===== src/rtl/omsp_spm_violation_ctl_if.sv =====
// openMSP430 peripheral bus bundle for the SPM violation controller.
// The CPU side is the master; the peripheral answers on per_dout.
interface omsp_spm_violation_ctl_if;
  logic        per_en;
  logic [1:0]  per_we;
  logic [13:0] per_addr;
  logic [15:0] per_din;
  logic [15:0] per_dout;

  modport master (
    output per_en, per_we, per_addr, per_din,
    input  per_dout
  );

  modport slave (
    input  per_en, per_we, per_addr, per_din,
    output per_dout
  );
endinterface


===== src/rtl/omsp_spm_violation_ctl.sv =====
// SPM violation recorder: edge-detects violations, latches the first
// offending context, raises an IRQ and escalates to a reset request.
module omsp_spm_violation_ctl #(
  parameter logic [13:0] BASE_ADDR  = 14'h0190,
  parameter int unsigned RST_CYCLES = 8
) (
  input  logic        mclk,
  input  logic        puc_rst_n,
  input  logic        violation,
  input  logic        exec_violation,
  input  logic [15:0] spm_current_id,
  input  logic [15:0] spm_prev_id,
  input  logic [15:0] pc,
  input  logic        irq_acc,
  omsp_spm_violation_ctl_if.slave bus,
  output logic        viol_irq,
  output logic        viol_rst_req
);

  typedef enum logic [1:0] {
    S_IDLE,
    S_PEND,
    S_ESCAL
  } state_t;

  localparam logic [7:0] TMR_INIT = 8'(RST_CYCLES - 1);

  state_t      r_state;
  logic        r_irq;
  logic        r_rst_req;
  logic [7:0]  r_timer;
  logic        r_v_d;
  logic        r_x_d;
  logic        r_en;
  logic        r_esc;
  logic        r_ovf;
  logic [15:0] r_vpc;
  logic [15:0] r_vid;
  logic [15:0] r_vprev;
  logic [1:0]  r_cause;
  logic [15:0] r_count;

  logic        w_ev_v;
  logic        w_ev_x;
  logic        w_event;
  logic [1:0]  w_cause;
  logic        w_cap;
  logic [13:0] w_off;
  logic        w_hit;
  logic        w_rd;
  logic        w_wr;
  logic        w_wr_ctl;
  logic        w_wr_cnt;
  logic [15:0] w_rdata;
  logic        w_pend;
  logic        w_unused;

  assign w_ev_v  = violation & ~r_v_d;
  assign w_ev_x  = exec_violation & ~r_x_d;
  assign w_event = w_ev_v | w_ev_x;
  assign w_cause = {w_ev_x, w_ev_v};
  assign w_pend  = (r_state == S_PEND);

  // A fresh record is taken from IDLE (when enabled) or when an ack
  // and a new event coincide in PEND; otherwise the first one sticks.
  assign w_cap = w_event &
                 (((r_state == S_IDLE) & r_en) |
                  (w_pend & irq_acc));

  assign w_off    = bus.per_addr - BASE_ADDR;
  assign w_hit    = bus.per_en &&
                    (bus.per_addr >= BASE_ADDR) &&
                    (w_off < 14'd6);
  assign w_rd     = w_hit && (bus.per_we == 2'b00);
  assign w_wr     = w_hit && (bus.per_we != 2'b00);
  assign w_wr_ctl = w_wr && (w_off == 14'd0);
  assign w_wr_cnt = w_wr && (w_off == 14'd5);

  assign w_unused = &{1'b0, bus.per_din[15:3]};

  always_ff @(posedge mclk or negedge puc_rst_n) begin
    if (!puc_rst_n) begin
      r_v_d <= 1'b0;
      r_x_d <= 1'b0;
    end else begin
      r_v_d <= violation;
      r_x_d <= exec_violation;
    end
  end

  // A clear coinciding with an event leaves that event counted.
  always_ff @(posedge mclk or negedge puc_rst_n) begin
    if (!puc_rst_n) begin
      r_count <= 16'h0000;
    end else if (w_wr_cnt) begin
      r_count <= w_event ? 16'h0001 : 16'h0000;
    end else if (w_event && (r_count != 16'hFFFF)) begin
      r_count <= r_count + 16'h0001;
    end
  end

  always_ff @(posedge mclk or negedge puc_rst_n) begin
    if (!puc_rst_n) begin
      r_en  <= 1'b1;
      r_esc <= 1'b0;
    end else if (w_wr_ctl) begin
      r_en  <= bus.per_din[0];
      r_esc <= bus.per_din[1];
    end
  end

  always_ff @(posedge mclk or negedge puc_rst_n) begin
    if (!puc_rst_n) begin
      r_vpc   <= 16'h0000;
      r_vid   <= 16'h0000;
      r_vprev <= 16'h0000;
      r_cause <= 2'b00;
    end else if (w_cap) begin
      r_vpc   <= pc;
      r_vid   <= spm_current_id;
      r_vprev <= spm_prev_id;
      r_cause <= w_cause;
    end
  end

  // OVF software clear comes first so a same-cycle hardware set wins.
  always_ff @(posedge mclk or negedge puc_rst_n) begin
    if (!puc_rst_n) begin
      r_state   <= S_IDLE;
      r_irq     <= 1'b0;
      r_rst_req <= 1'b0;
      r_timer   <= 8'h00;
      r_ovf     <= 1'b0;
    end else begin
      if (w_wr_ctl && bus.per_din[2]) begin
        r_ovf <= 1'b0;
      end
      unique case (r_state)
        S_IDLE: begin
          if (w_event && r_en) begin
            r_state <= S_PEND;
            r_irq   <= 1'b1;
          end
        end
        S_PEND: begin
          if (irq_acc && w_event) begin
            r_irq <= 1'b1;
          end else if (irq_acc) begin
            r_state <= S_IDLE;
            r_irq   <= 1'b0;
          end else if (w_event && r_esc) begin
            r_state   <= S_ESCAL;
            r_irq     <= 1'b0;
            r_rst_req <= 1'b1;
            r_timer   <= TMR_INIT;
          end else if (w_event) begin
            r_ovf <= 1'b1;
          end
        end
        S_ESCAL: begin
          if (r_timer == 8'h00) begin
            r_state   <= S_IDLE;
            r_rst_req <= 1'b0;
          end else begin
            r_timer <= r_timer - 8'h01;
          end
        end
        default: begin
          r_state   <= S_IDLE;
          r_irq     <= 1'b0;
          r_rst_req <= 1'b0;
        end
      endcase
    end
  end

  always_comb begin
    w_rdata = 16'h0000;
    case (w_off)
      14'd0:   w_rdata = {12'h000, w_pend, r_ovf, r_esc, r_en};
      14'd1:   w_rdata = r_vpc;
      14'd2:   w_rdata = r_vid;
      14'd3:   w_rdata = r_vprev;
      14'd4:   w_rdata = {14'h0000, r_cause};
      14'd5:   w_rdata = r_count;
      default: w_rdata = 16'h0000;
    endcase
  end

  assign bus.per_dout  = w_rd ? w_rdata : 16'h0000;
  assign viol_irq      = r_irq;
  assign viol_rst_req  = r_rst_req;

endmodule


===== src/flat_wrapper.sv =====
// flat-port wrapper written by rule: the top's interface ports become plain ports
module omsp_spm_violation_ctl_flat 
#(
  parameter logic [13:0] BASE_ADDR  = 14'h0190,
  parameter int unsigned RST_CYCLES = 8
)
  (mclk, puc_rst_n, violation, exec_violation, spm_current_id, spm_prev_id, pc, irq_acc, viol_irq, viol_rst_req, bus_per_en, bus_per_we, bus_per_addr, bus_per_din, bus_per_dout);
  omsp_spm_violation_ctl_if bus_i ();
  input  logic mclk;
  input  logic puc_rst_n;
  input  logic violation;
  input  logic exec_violation;
  input  logic [15:0] spm_current_id;
  input  logic [15:0] spm_prev_id;
  input  logic [15:0] pc;
  input  logic irq_acc;
  output logic viol_irq;
  output logic viol_rst_req;
  input wire logic [$bits(bus_i.per_en)-1:0] bus_per_en;
  input wire logic [$bits(bus_i.per_we)-1:0] bus_per_we;
  input wire logic [$bits(bus_i.per_addr)-1:0] bus_per_addr;
  input wire logic [$bits(bus_i.per_din)-1:0] bus_per_din;
  output wire logic [$bits(bus_i.per_dout)-1:0] bus_per_dout;
  assign bus_i.per_en = bus_per_en;
  assign bus_i.per_we = bus_per_we;
  assign bus_i.per_addr = bus_per_addr;
  assign bus_i.per_din = bus_per_din;
  assign bus_per_dout = bus_i.per_dout;
  omsp_spm_violation_ctl #(.BASE_ADDR(BASE_ADDR), .RST_CYCLES(RST_CYCLES)) u_core (.mclk(mclk), .puc_rst_n(puc_rst_n), .violation(violation), .exec_violation(exec_violation), .spm_current_id(spm_current_id), .spm_prev_id(spm_prev_id), .pc(pc), .irq_acc(irq_acc), .bus(bus_i), .viol_irq(viol_irq), .viol_rst_req(viol_rst_req));
endmodule

===== config.mk =====
export PLATFORM = sky130hd
export DESIGN_NAME = omsp_spm_violation_ctl_flat
export DESIGN_NICKNAME = d
export VERILOG_FILES = /design/src/rtl/omsp_spm_violation_ctl_if.sv /design/src/rtl/omsp_spm_violation_ctl.sv /design/src/flat_wrapper.sv
export SDC_FILE = /design/constraint.sdc
export NUM_CORES = 1
export LEC_CHECK = 0
export ABC_AREA = 1
export BUFFER_PORTS_ARGS = -buffer_cell sky130_fd_sc_hd__buf_4
export CAP_MARGIN = 20
export CORE_AREA = 2 2 94 133
export DETAILED_ROUTE_END_ITERATION = 8
export DIE_AREA = 0 0 96 135
export SLEW_MARGIN = 0
export SYNTH_ARGS = -nofsm -noshare
export SYNTH_HDL_FRONTEND = slang
export SYNTH_SLANG_ARGS = --single-unit

===== constraint.sdc =====
create_clock -name mclk -period 1.4 [get_ports mclk]
set_input_delay 0.07 -clock mclk [delete_from_list [all_inputs] [get_ports mclk]]
set_output_delay 0.07 -clock mclk [all_outputs]
set_load 0.05 [all_outputs]

==> impl_metrics.yaml, run 1 <==
status:
  status: "finished, violations left"
  violations: "setup timing"
critical_path:
  crit_path_frequent_cell: "nand2_4"
  cp_top_family: "simple AND/OR/NAND/NOR gates"
  slowest_delay_ns: 0.21
  worst_ep_required_time_ns: 1.33
  cp_num_buf_inv: 5
  cp_max_fo: 7
  worstPathArrival_ns: 1.69
  path_cells: "buf_6, nor2_4, nand2_4, nand2_4, nand2_2, nand2_2, nand2_4, nor2_8, buf_6, nand4_4, buf_12, inv_8, nand2_4, a21oi_4, buf_6"
  reg2reg_depth: 11
  endpoint_kind: "output port"
  start_kind: "input port"
  criticalPathCategory: "input port to output port"
  cp.depth: 15
  crit_path_top_delay_cell: "buf_12"
logic_synthesis:
  synth_edf_count: 0
  syn_avg_cell_area_sq_um: 7.14
  yosysTopAreaCellShare_pct: 44.5
  yosysSeqAreaShare_pct: 45.0
  netlist_area_sq_um: 4610
  ys_seq_elements: 83
  synthDistinctLibCells: 31
  yosysWarnings: 0
  synth_commonest_cells: "nand2_1, nor2_1, dfrtp_1"
  yosysMostFrequentCell: "nand2_1"
  synth_area_leaders: "dfrtp_1, nand2_1, nor2_1"
  synthFlopType: "dfrtp_1"
  postSynth.asyncResetShare_pct: 100
  syn_inst: 646
  synth_top_area_cell: "dfrtp_1"
  synth_nets: 735
final_layout:
  syn_to_final_growth_pct: 84.7
  final_cell_count_no_fill: 1046
  antennaDiodeCount: 0
  fin_util_pct: 72.8
  final_nets: 983
  final_layout_size_suffix_gt1_share_pct: 44.5
power_and_ir_drop:
  leakagePower_uw: 0.00413
  switching_share_pct: 35.0
  p_per_area_nw_per_um2: 1170
  p_seq_share_pct: 40.0
  internal-power_uw: 6480
  ir_drop_v: 0.000815
  p_comb_share_pct: 33.5
  switchingPower_uw: 3490
  clock_power_share_pct: 26.5
routing:
  wire_per_inst_um: 16.2
  vias: 5335
  drt_wl_total_um: 16900
  topRoutingLayerUsed: "met4"
  first_pass_iters: 5
  final_antenna_net_count: 0
  drt_iter0_drc: 252
  via_per_inst: 5.10
  met3_length_um: 837
  m1WireLength_um: 6480
  wl_met2_um: 9180
  drc: 0
clocking:
  clkTransAtPathRegs_ns: 0.07
  cts_sinks: 83
  clockRootBuffer: "clkbuf_16"
  cts_tree: "built"
  clock_latency_ns: 0.35
  numCtsBuffers: 9
  htreeDepth: 3
  cts_buffer_depth: 2
min_path:
  min_path_type: "input port to register"
  hold_depth: 4
die:
  dieHeight_um: 135
  dieWidth_um: 96
  initial_core_util_pct: 39.4
  core_sq_um: 11700
  rows: 47
  io_pins: 104
  dieArea_sq_um: 13000
sta:
  slew_headroom_pct: 76.1
  setup_slack_ns: -0.358
  finClkSkew_ns: 0.00959
  rsz0062_at_grt: "yes"
  post-route-min-period_ns: 1.76
  maxSlewViolCount: 0
  hold_slack_ns: 0.0350
  min_period_over_period_pct: 126
  fmax_mhz: 569
  worstMarginPinSlew_ns: 0.359
  hold_viol: 0
  setup_viol: 42
placement:
  hpwl_um: 10300
  numPortBuffers: 90
  finalWeightedCongestion: 0.886
  place_inst: 939
grt:
  grt_pass1_vias: 5436
  track_usage_pct: 26.0
  grt_first_pass_wirelength_um: 25900
  grt_max_degree: 41
  antenna_found_initial: 0
  grt-ovfl-total: 0
job:
  maxCapViolCount: 0
through the flow:
step                      setup slack [ns]  power [uW]  TNS [ns]  instance area, sq um
after floorplan                     -0.187        5130     -3.12                  4860
after global placement              -0.390        6150    -16.14                  6320
after detailed placement            -0.416        6260    -18.49                  6320
after CTS                           -0.345        9340     -8.22                  7970
after global routing                -0.463       10500    -14.14                  8520
final                               -0.358        9970     -9.71                  8520
path summary, 6_finish.rpt:
path,start,endpoint,slack (ns)
worst max-delay path,bus_per_addr[6],bus_per_dout[2],-0.36
worst min-delay path,bus_per_din[2],u_core.r_ovf,0.04
worst max register to register,u_core.r_count[1],u_core.r_count[9],-0.33
worst min register to register,u_core.r_vpc[0],u_core.r_vpc[0],0.48
max in group asynchronous,puc_rst_n,u_core.r_vpc[9],0.70
min in group asynchronous,puc_rst_n,u_core.r_timer[0],0.17
kinds of logic after synthesis:
family                   synth area share, %
adder cells (fa/ha/maj)                0.814
buffers and inverters                   7.65
XOR/XNOR                                1.14
AO/OA/AOI/OAI                           3.28
AND/OR/NAND/NOR                         42.1
flip-flops                              45.0
final cells by class:
type                       instances  area, sq um
tap                              147          184
sequential                        83         2080
multi-input combinational        478         3030
inverter                          59          259
timing repair inverter             1         7.51
timing repair buffer             262         2640
clock buffer                       9          225
fill                             887         3180
clock inverter                     7         98.8
power by group through the flow:
| stage | Combinational, uW | Sequential [uW] | Clock (uW) |
|---|---|---|---|
| detailed placement | 2320 | 3930 | 0 |
| finish | 3340 | 3990 | 2640 |
| global route | 3660 | 4040 | 2760 |
| floorplan | 1360 | 3770 | 0 |
| CTS | 2760 | 3930 | 2650 |
| global placement | 2230 | 3920 | 0 |
state kept, by name, summed over array words and instances, names as in the netlist, 2 cells and up:
register,cells
u_core.r_vid,16
u_core.r_cause,2
u_core.r_timer,8
u_core.r_count,16
u_core.r_vpc,16
u_core.r_vprev,16
u_core.r_state,2
repair_timing:
| item | in CTS | in global routing |
|---|---|---|
| pin swaps | 75 | 55 |
| gates cloned | 6 | 4 |
| buffers inserted | 17 | 16 |
| setup endpoints to repair | 90 | 96 |
| resized for setup | 163 | 92 |
| hold buffers | 53 | 0 |
| hold endpoints to repair | 135 | 0 |
placed cells by master, fill, tap and decap left out, drive strengths merged:
cell / instances
or2: 2
a31oi: 1
dfstp: 1
clkinvlp: 2
clkbuf: 13
nand3b: 1
a211oi: 1
nor3: 10
o21a: 1
nand4: 50
clkinv: 3
dlygate4sd3: 53
nand2: 229
inv: 60
ha: 3
nor2: 101
buf: 205
xor2: 6
nand3: 47
bufinv: 2
dfrtp: 82
a21oi: 12
o21ai: 14
worst min-delay path, stage by stage:
cell and delay, ns:
buf_4 0.08, nand3_1 0.08, nand2_1 0.07, o21ai_1 0.05
metal layers:
layer | vias to the layer above | track usage (%)
met4 | 0 | 8.81
met5 | - | 0
met1 | 2547 | 31.0
li1 | 2573 | -
met2 | 183 | 46.6
met3 | 32 | 4.02
Power figures use the tool's default switching activity.
==> run 2, diff against run 1 <==
--- a/config.mk
+++ b/config.mk
@@ -11,6 +11,7 @@
 export CORE_AREA = 2 2 94 133
 export DETAILED_ROUTE_END_ITERATION = 8
 export DIE_AREA = 0 0 96 135
+export PLACE_DENSITY_LB_ADDON = 0.25
 export SLEW_MARGIN = 0
 export SYNTH_ARGS = -nofsm -noshare
 export SYNTH_HDL_FRONTEND = slang
==> constraint.sdc (replaced) <==
create_clock -name mclk -period 1.4 [get_ports mclk]
set_input_delay 0.42 -clock mclk [delete_from_list [all_inputs] [get_ports mclk]]
set_output_delay 0.42 -clock mclk [all_outputs]
set_load 0.05 [all_outputs]
==> run 2 against run 1 <==
Against the previous run:
- the flow still finishes with violations (setup timing)
- clock skew rose by 0.00094 ns
- via count grew 4.1%
- register-to-register slack lost 0.20 ns
- cell count down 2.4%
- sequential share of layout area decreased by 0.27 points
- sequential power rose by 5.0%
- largest cell class unchanged
==> impl_metrics.yaml, run 2 (synthesis gave the netlist of run 1 again) <==
status:
  status: "finished, violations left"
  violations: "setup timing"
clocking:
  cts_tree: "built"
  clockRootBuffer: "clkbuf_16"
  cts_sinks: 83
  cts_buffer_depth: 2
  clkTransAtPathRegs_ns: 0.06
  numCtsBuffers: 9
  clock_latency_ns: 0.35
  htreeDepth: 3
die:
  dieArea_sq_um: 13000
  rows: 47
  core_sq_um: 11700
  dieHeight_um: 135
  io_pins: 104
  initial_core_util_pct: 39.4
  dieWidth_um: 96
critical_path:
  slowest_delay_ns: 0.22
  reg2reg_from: "u_core.r_state[1]"
  regToRegEndpoint: "u_core.r_vid[4]"
  cp_max_fo: 7
  crit_path_top_delay_cell: "clkbuf_16"
  criticalPathCategory: "input port to output port"
  cp_top_family: "simple AND/OR/NAND/NOR gates"
  cp_num_buf_inv: 4
  start_kind: "input port"
  worstPathArrival_ns: 2.10
  critPathLaunch: "bus_per_addr[5]"
  reg2reg_depth: 13
  crit_path_frequent_cell: "nand2_4"
  endpoint_kind: "output port"
  worst_ep_required_time_ns: 0.98
  path_cells: "buf_6, nor2_4, nand2_2, nand2_4, nand2_4, nand2_4, nand2_4, nor2_8, buf_12, nand4_4, clkbuf_16, nor2_4, nor2_2, nor2_4, buf_8"
  r2r_slack_ns: -0.53
routing:
  drt_iter0_drc: 465
  drc: 0
  via_per_inst: 5.44
  vias: 5552
  first_pass_iters: 6
  wire_per_inst_um: 18.4
  drt_wl_total_um: 18800
  final_antenna_net_count: 0
power_and_ir_drop:
  leakagePower_uw: 0.00429
  ir_drop_v: 0.000927
  p_per_area_nw_per_um2: 1260
grt:
  antenna_found_initial: 0
  track_usage_pct: 28.7
  grt-ovfl-total: 0
  grt_first_pass_wirelength_um: 28300
  grt_max_degree: 41
  grt_pass1_vias: 5627
final_layout:
  final_common_cell: "buf_4"
  final_layout_size_suffix_gt1_share_pct: 56.1
  layout_common_cells: "buf_4, nand2_1, dfrtp_1, nand2_2"
  antennaDiodeCount: 0
  final_nets: 958
  area.sequential_sq_um: 2080
  fillers: 766
  syn_to_final_growth_pct: 86.5
  multi_input_area_sq_um: 3230
  fin_util_pct: 73.5
  final_cell_count_no_fill: 1021
placement:
  hpwl_um: 10200
  finalWeightedCongestion: 0.866
  numPortBuffers: 90
  place_inst: 948
sta:
  post-route-min-period_ns: 2.52
  setup_viol: 97
  rsz0062_at_grt: "yes"
  finClkSkew_ns: 0.0105
  worstMarginPinSlew_ns: 0.342
  hold_viol: 0
  min_period_over_period_pct: 180
  maxSlewViolCount: 0
  setup_slack_ns: -1.12
  slew_headroom_pct: 77.1
  hold_slack_ns: 0.200
  fmax_mhz: 396
min_path:
  hold_end: "u_core.r_x_d"
  hold_depth: 1
  min_path_type: "input port to register"
  hold_start: "exec_violation"
job:
  maxCapViolCount: 0
run 2: cell count changes in the layout (fill, tap and decap cells not counted), moves of 9 or more:
cell / before / now
dlygate4sd3_1: 53 / 1
nor2_4: 44 / 32
nand2_4: 12 / 49
buf_6: 25 / 34
nand2_2: 38 / 79
nand2_1: 176 / 99
run 2: how the worst max path moves through the flow:
stage / end / slack (ns) / depth (start not counted)
3_3_place_gp: bus_per_dout[6] / -1.08 / 14
6_report: bus_per_dout[13] / -1.12 / 15
2_1_floorplan: bus_per_dout[10] / -0.88 / 12
3_5_place_dp: bus_per_dout[7] / -1.09 / 15
4_1_cts: bus_per_dout[2] / -1.02 / 15
5_1_grt: bus_per_dout[15] / -1.21 / 12
run 2: per-layer routing:
| metal | global-route usage, % | part of all wire (%) | wire [um] | vias up |
|---|---|---|---|---|
| met5 | 0 | 0 | 0 | - |
| met4 | 13.3 | 5.4 | 1020 | 0 |
| met3 | 4.74 | 5.8 | 1100 | 87 |
| met2 | 49.2 | 53 | 9890 | 277 |
| met1 | 34.4 | 36 | 6800 | 2665 |
| li1 | - | - | - | 2523 |
run 2: timing repair:
item	4_1_cts	5_1_grt
cloned	16	4
setup endpoints to repair	96	97
gates resized for setup	186	183
hold endpoints to repair	15	0
buffers inserted	38	17
hold buffers	1	0
pin swaps	53	57
run 2: stage by stage:
stage	setup WS [ns]	area, sq um	total power, uW	setup TNS, ns
after floorplan	-0.882	4850	5120	-18.94
after global placement	-1.08	6360	6300	-44.34
after detailed placement	-1.09	6360	6390	-46.58
after CTS	-1.02	8020	9930	-36.20
after global routing	-1.21	8610	11400	-58.55
final	-1.12	8610	10900	-53.17
run 2: area by class of cell:
class,instances,share of cell area (%)
Tap cell,147,2.14
Clock inverter,6,0.829
Clock buffer,10,2.66
Sequential cell,83,24.1
Multi-Input combinational cell,478,37.5
Inverter,59,3.01
Timing Repair Buffer,237,29.6
Timing Repair inverter,1,0.102
run 2: worst register-to-register path, cell delays in order, from the launching register on:
cell and delay, ns:
dfrtp_1 0.42, nor2_4 0.16, buf_6 0.11, buf_6 0.08, buf_6 0.08, buf_6 0.10
inv_4 0.04, o21ai_2 0.15, nand2_2 0.13, buf_6 0.15, buf_12 0.14, buf_16 0.15
nand2_1 0.07, nand2_1 0.06
run 2: report_power, final:
part | internal, uW | switching, uW | leakage, uW | total [uW]
registers | 3300 | 885 | 0.00101 | 4190
clock network | 1400 | 1060 | 0.000140 | 2470
logic | 2200 | 2030 | 0.00314 | 4230
==> run 3, diff against run 2 <==
--- a/config.mk
+++ b/config.mk
@@ -8,9 +8,12 @@
 export ABC_AREA = 1
 export BUFFER_PORTS_ARGS = -buffer_cell sky130_fd_sc_hd__buf_4
 export CAP_MARGIN = 20
-export CORE_AREA = 2 2 94 133
+export CELL_PAD_IN_SITES_DETAIL_PLACEMENT = 0
+export CELL_PAD_IN_SITES_GLOBAL_PLACEMENT = 1
+export CORE_AREA = 2 2 101 141
 export DETAILED_ROUTE_END_ITERATION = 8
-export DIE_AREA = 0 0 96 135
+export DIE_AREA = 0 0 103 143
+export HOLD_SLACK_MARGIN = 0.05
 export PLACE_DENSITY_LB_ADDON = 0.25
 export SLEW_MARGIN = 0
 export SYNTH_ARGS = -nofsm -noshare
==> run 3 against run 2 <==
Against the previous run:
- combinational power about the same
- die area increased by 14%
- sequential power fell by 3%
- sequential cell count unchanged
- critical path depth is the same
- the flow still finishes with violations (setup timing)
- non-clock buffer count up 25
- hold slack worse by 0.0056 ns
- largest power group unchanged
- routed wire length shrank 11%
- total power down 1.5%
- core utilization down 9.5 points
==> impl_metrics.yaml, run 3 (synthesis gave the netlist of run 1 again) <==
status:
  status: "finished, violations left"
  violations: "setup timing"
die:
  dieHeight_um: 143
  io_pins: 104
  initial_core_util_pct: 34.5
  rows: 50
  dieArea_sq_um: 14700
  core_sq_um: 13400
  dieWidth_um: 103
final_layout:
  syn_to_final_growth_pct: 85.9
  final_nets: 983
  final_common_cell: "buf_4"
  antennaDiodeCount: 0
  final_layout_size_suffix_gt1_share_pct: 54.7
  layout_common_cells: "buf_4, nand2_1, nand2_2, dfrtp_1"
  final_cell_count_no_fill: 1081
  fin_area_sq_um: 8580
clocking:
  cts_sinks: 83
  htreeDepth: 3
  cts_tree: "built"
  clkTransAtPathRegs_ns: 0.07
  cts_buffer_depth: 2
  numCtsBuffers: 9
  clockRootBuffer: "clkbuf_16"
  clock_latency_ns: 0.35
grt:
  antenna_found_initial: 0
  grt-ovfl-total: 0
  grt_first_pass_wirelength_um: 26800
  track_usage_pct: 23.4
  grt_max_degree: 41
  grt_pass1_vias: 5495
critical_path:
  critPathLaunch: "bus_per_addr[5]"
  endpoint_kind: "output port"
  criticalPathCategory: "input port to output port"
  worst_ep_required_time_ns: 0.98
  r2r_slack_ns: -0.35
  endpoint: "bus_per_dout[2]"
  start_kind: "input port"
  cp_max_fo: 20
  worstPathArrival_ns: 2.04
  reg2reg_from: "u_core.r_count[0]"
  reg2reg_depth: 10
  regToRegEndpoint: "u_core.r_count[9]"
placement:
  finalWeightedCongestion: 0.846
  placed_area_sq_um: 6570
  hpwl_um: 10600
  numPortBuffers: 90
  place_inst: 1007
sta:
  setup_slack_ns: -1.06
  fmax_mhz: 407
  maxSlewViolCount: 0
  setup_viol: 96
  rsz0062_at_grt: "yes"
  worstMarginPinSlew_ns: 0.374
  slew_headroom_pct: 74.9
  hold_viol: 0
  post-route-min-period_ns: 2.46
  min_period_over_period_pct: 176
  finClkSkew_ns: 0.0103
  hold_slack_ns: 0.195
min_path:
  min_path_type: "input port to register"
routing:
  vias: 5214
  final_antenna_net_count: 0
  wire_per_inst_um: 15.4
  via_per_inst: 4.82
  first_pass_iters: 5
  drt_wl_total_um: 16700
  drc: 0
  drt_iter0_drc: 315
power_and_ir_drop:
  p_per_area_nw_per_um2: 1250
  power_uw: 10700
  leakagePower_uw: 0.00430
  ir_drop_v: 0.00106
job:
  maxCapViolCount: 0
-- run 3: timing repair --
action,4_1_cts,5_1_grt
buffers inserted,32,9
pin swaps,45,25
cloned,15,4
hold endpoints to repair,11,0
hold buffers,1,0
gates resized for setup,200,83
endpoints found under the setup margin,95,97
-- run 3: how the worst min path moves through the flow --
| stage | end | slack, ns | startpoint | cells after the start |
|---|---|---|---|---|
| global route | u_core.r_v_d | 0.19 | violation | 1 |
| CTS | u_core.r_v_d | 0.19 | violation | 1 |
| detailed placement | u_core.viol_rst_req | 0.29 | puc_rst_n | 1 |
| finish | u_core.r_v_d | 0.19 | violation | 1 |
| floorplan | u_core.r_cause[0] | 0.12 | puc_rst_n | 0 |
| global placement | u_core.viol_rst_req | 0.28 | puc_rst_n | 1 |
-- run 3: layout make-up --
class                           count  area (sq um)
Clock buffer                        9           225
Multi-Input combinational cell    478          2990
Timing Repair inverter              1          7.51
Timing Repair Buffer              262          2740
Inverter                           59           246
Sequential cell                    83          2080
Clock inverter                      7          66.3
Tap cell                          182           228
Fill cell                        1160          4810
-- run 3: where the power goes --
| group | internal (uW) | leakage (uW) | switching, uW |
|---|---|---|---|
| clock network | 1250 | 0.000138 | 1160 |
| logic | 2330 | 0.00315 | 1910 |
| registers | 3300 | 0.00101 | 760 |
| total | 6890 | 0.00430 | 3830 |
-- run 3: worst max-delay path: stages --
cell,delay (ns)
buf_6,0.09
nor2_4,0.10
nand2_2,0.08
nand2_2,0.10
nand2_2,0.06
nand2_2,0.09
nand2_4,0.07
nor2_8,0.18
buf_12,0.18
nand4_1,0.09
nand2_1,0.08
nor2_1,0.07
buf_4,0.14
a21oi_4,0.11
buf_6,0.17
-- run 3: layer usage --
| layer | vias up | share of wire, % | GRT usage (%) | wire length (um) |
|---|---|---|---|---|
| met5 | - | 0 | 0 | 0 |
| met4 | 0 | 1.6 | 7.27 | 272 |
| met3 | 25 | 2.8 | 3.57 | 475 |
| met2 | 120 | 55 | 42.1 | 9250 |
| met1 | 2499 | 40 | 28.3 | 6690 |
| li1 | 2570 | - | - | - |
-- run 3: per-stage QoR --
step,util [%],setup TNS (ns),setup slack (ns)
3_3_place_gp,49.1,-41.32,-1.12
5_1_grt,64.1,-45.49,-1.19
4_1_cts,61.1,-31.27,-1.03
6_report,64.1,-36.41,-1.06
3_5_place_dp,49.1,-43.28,-1.14
2_1_floorplan,-,-18.94,-0.882
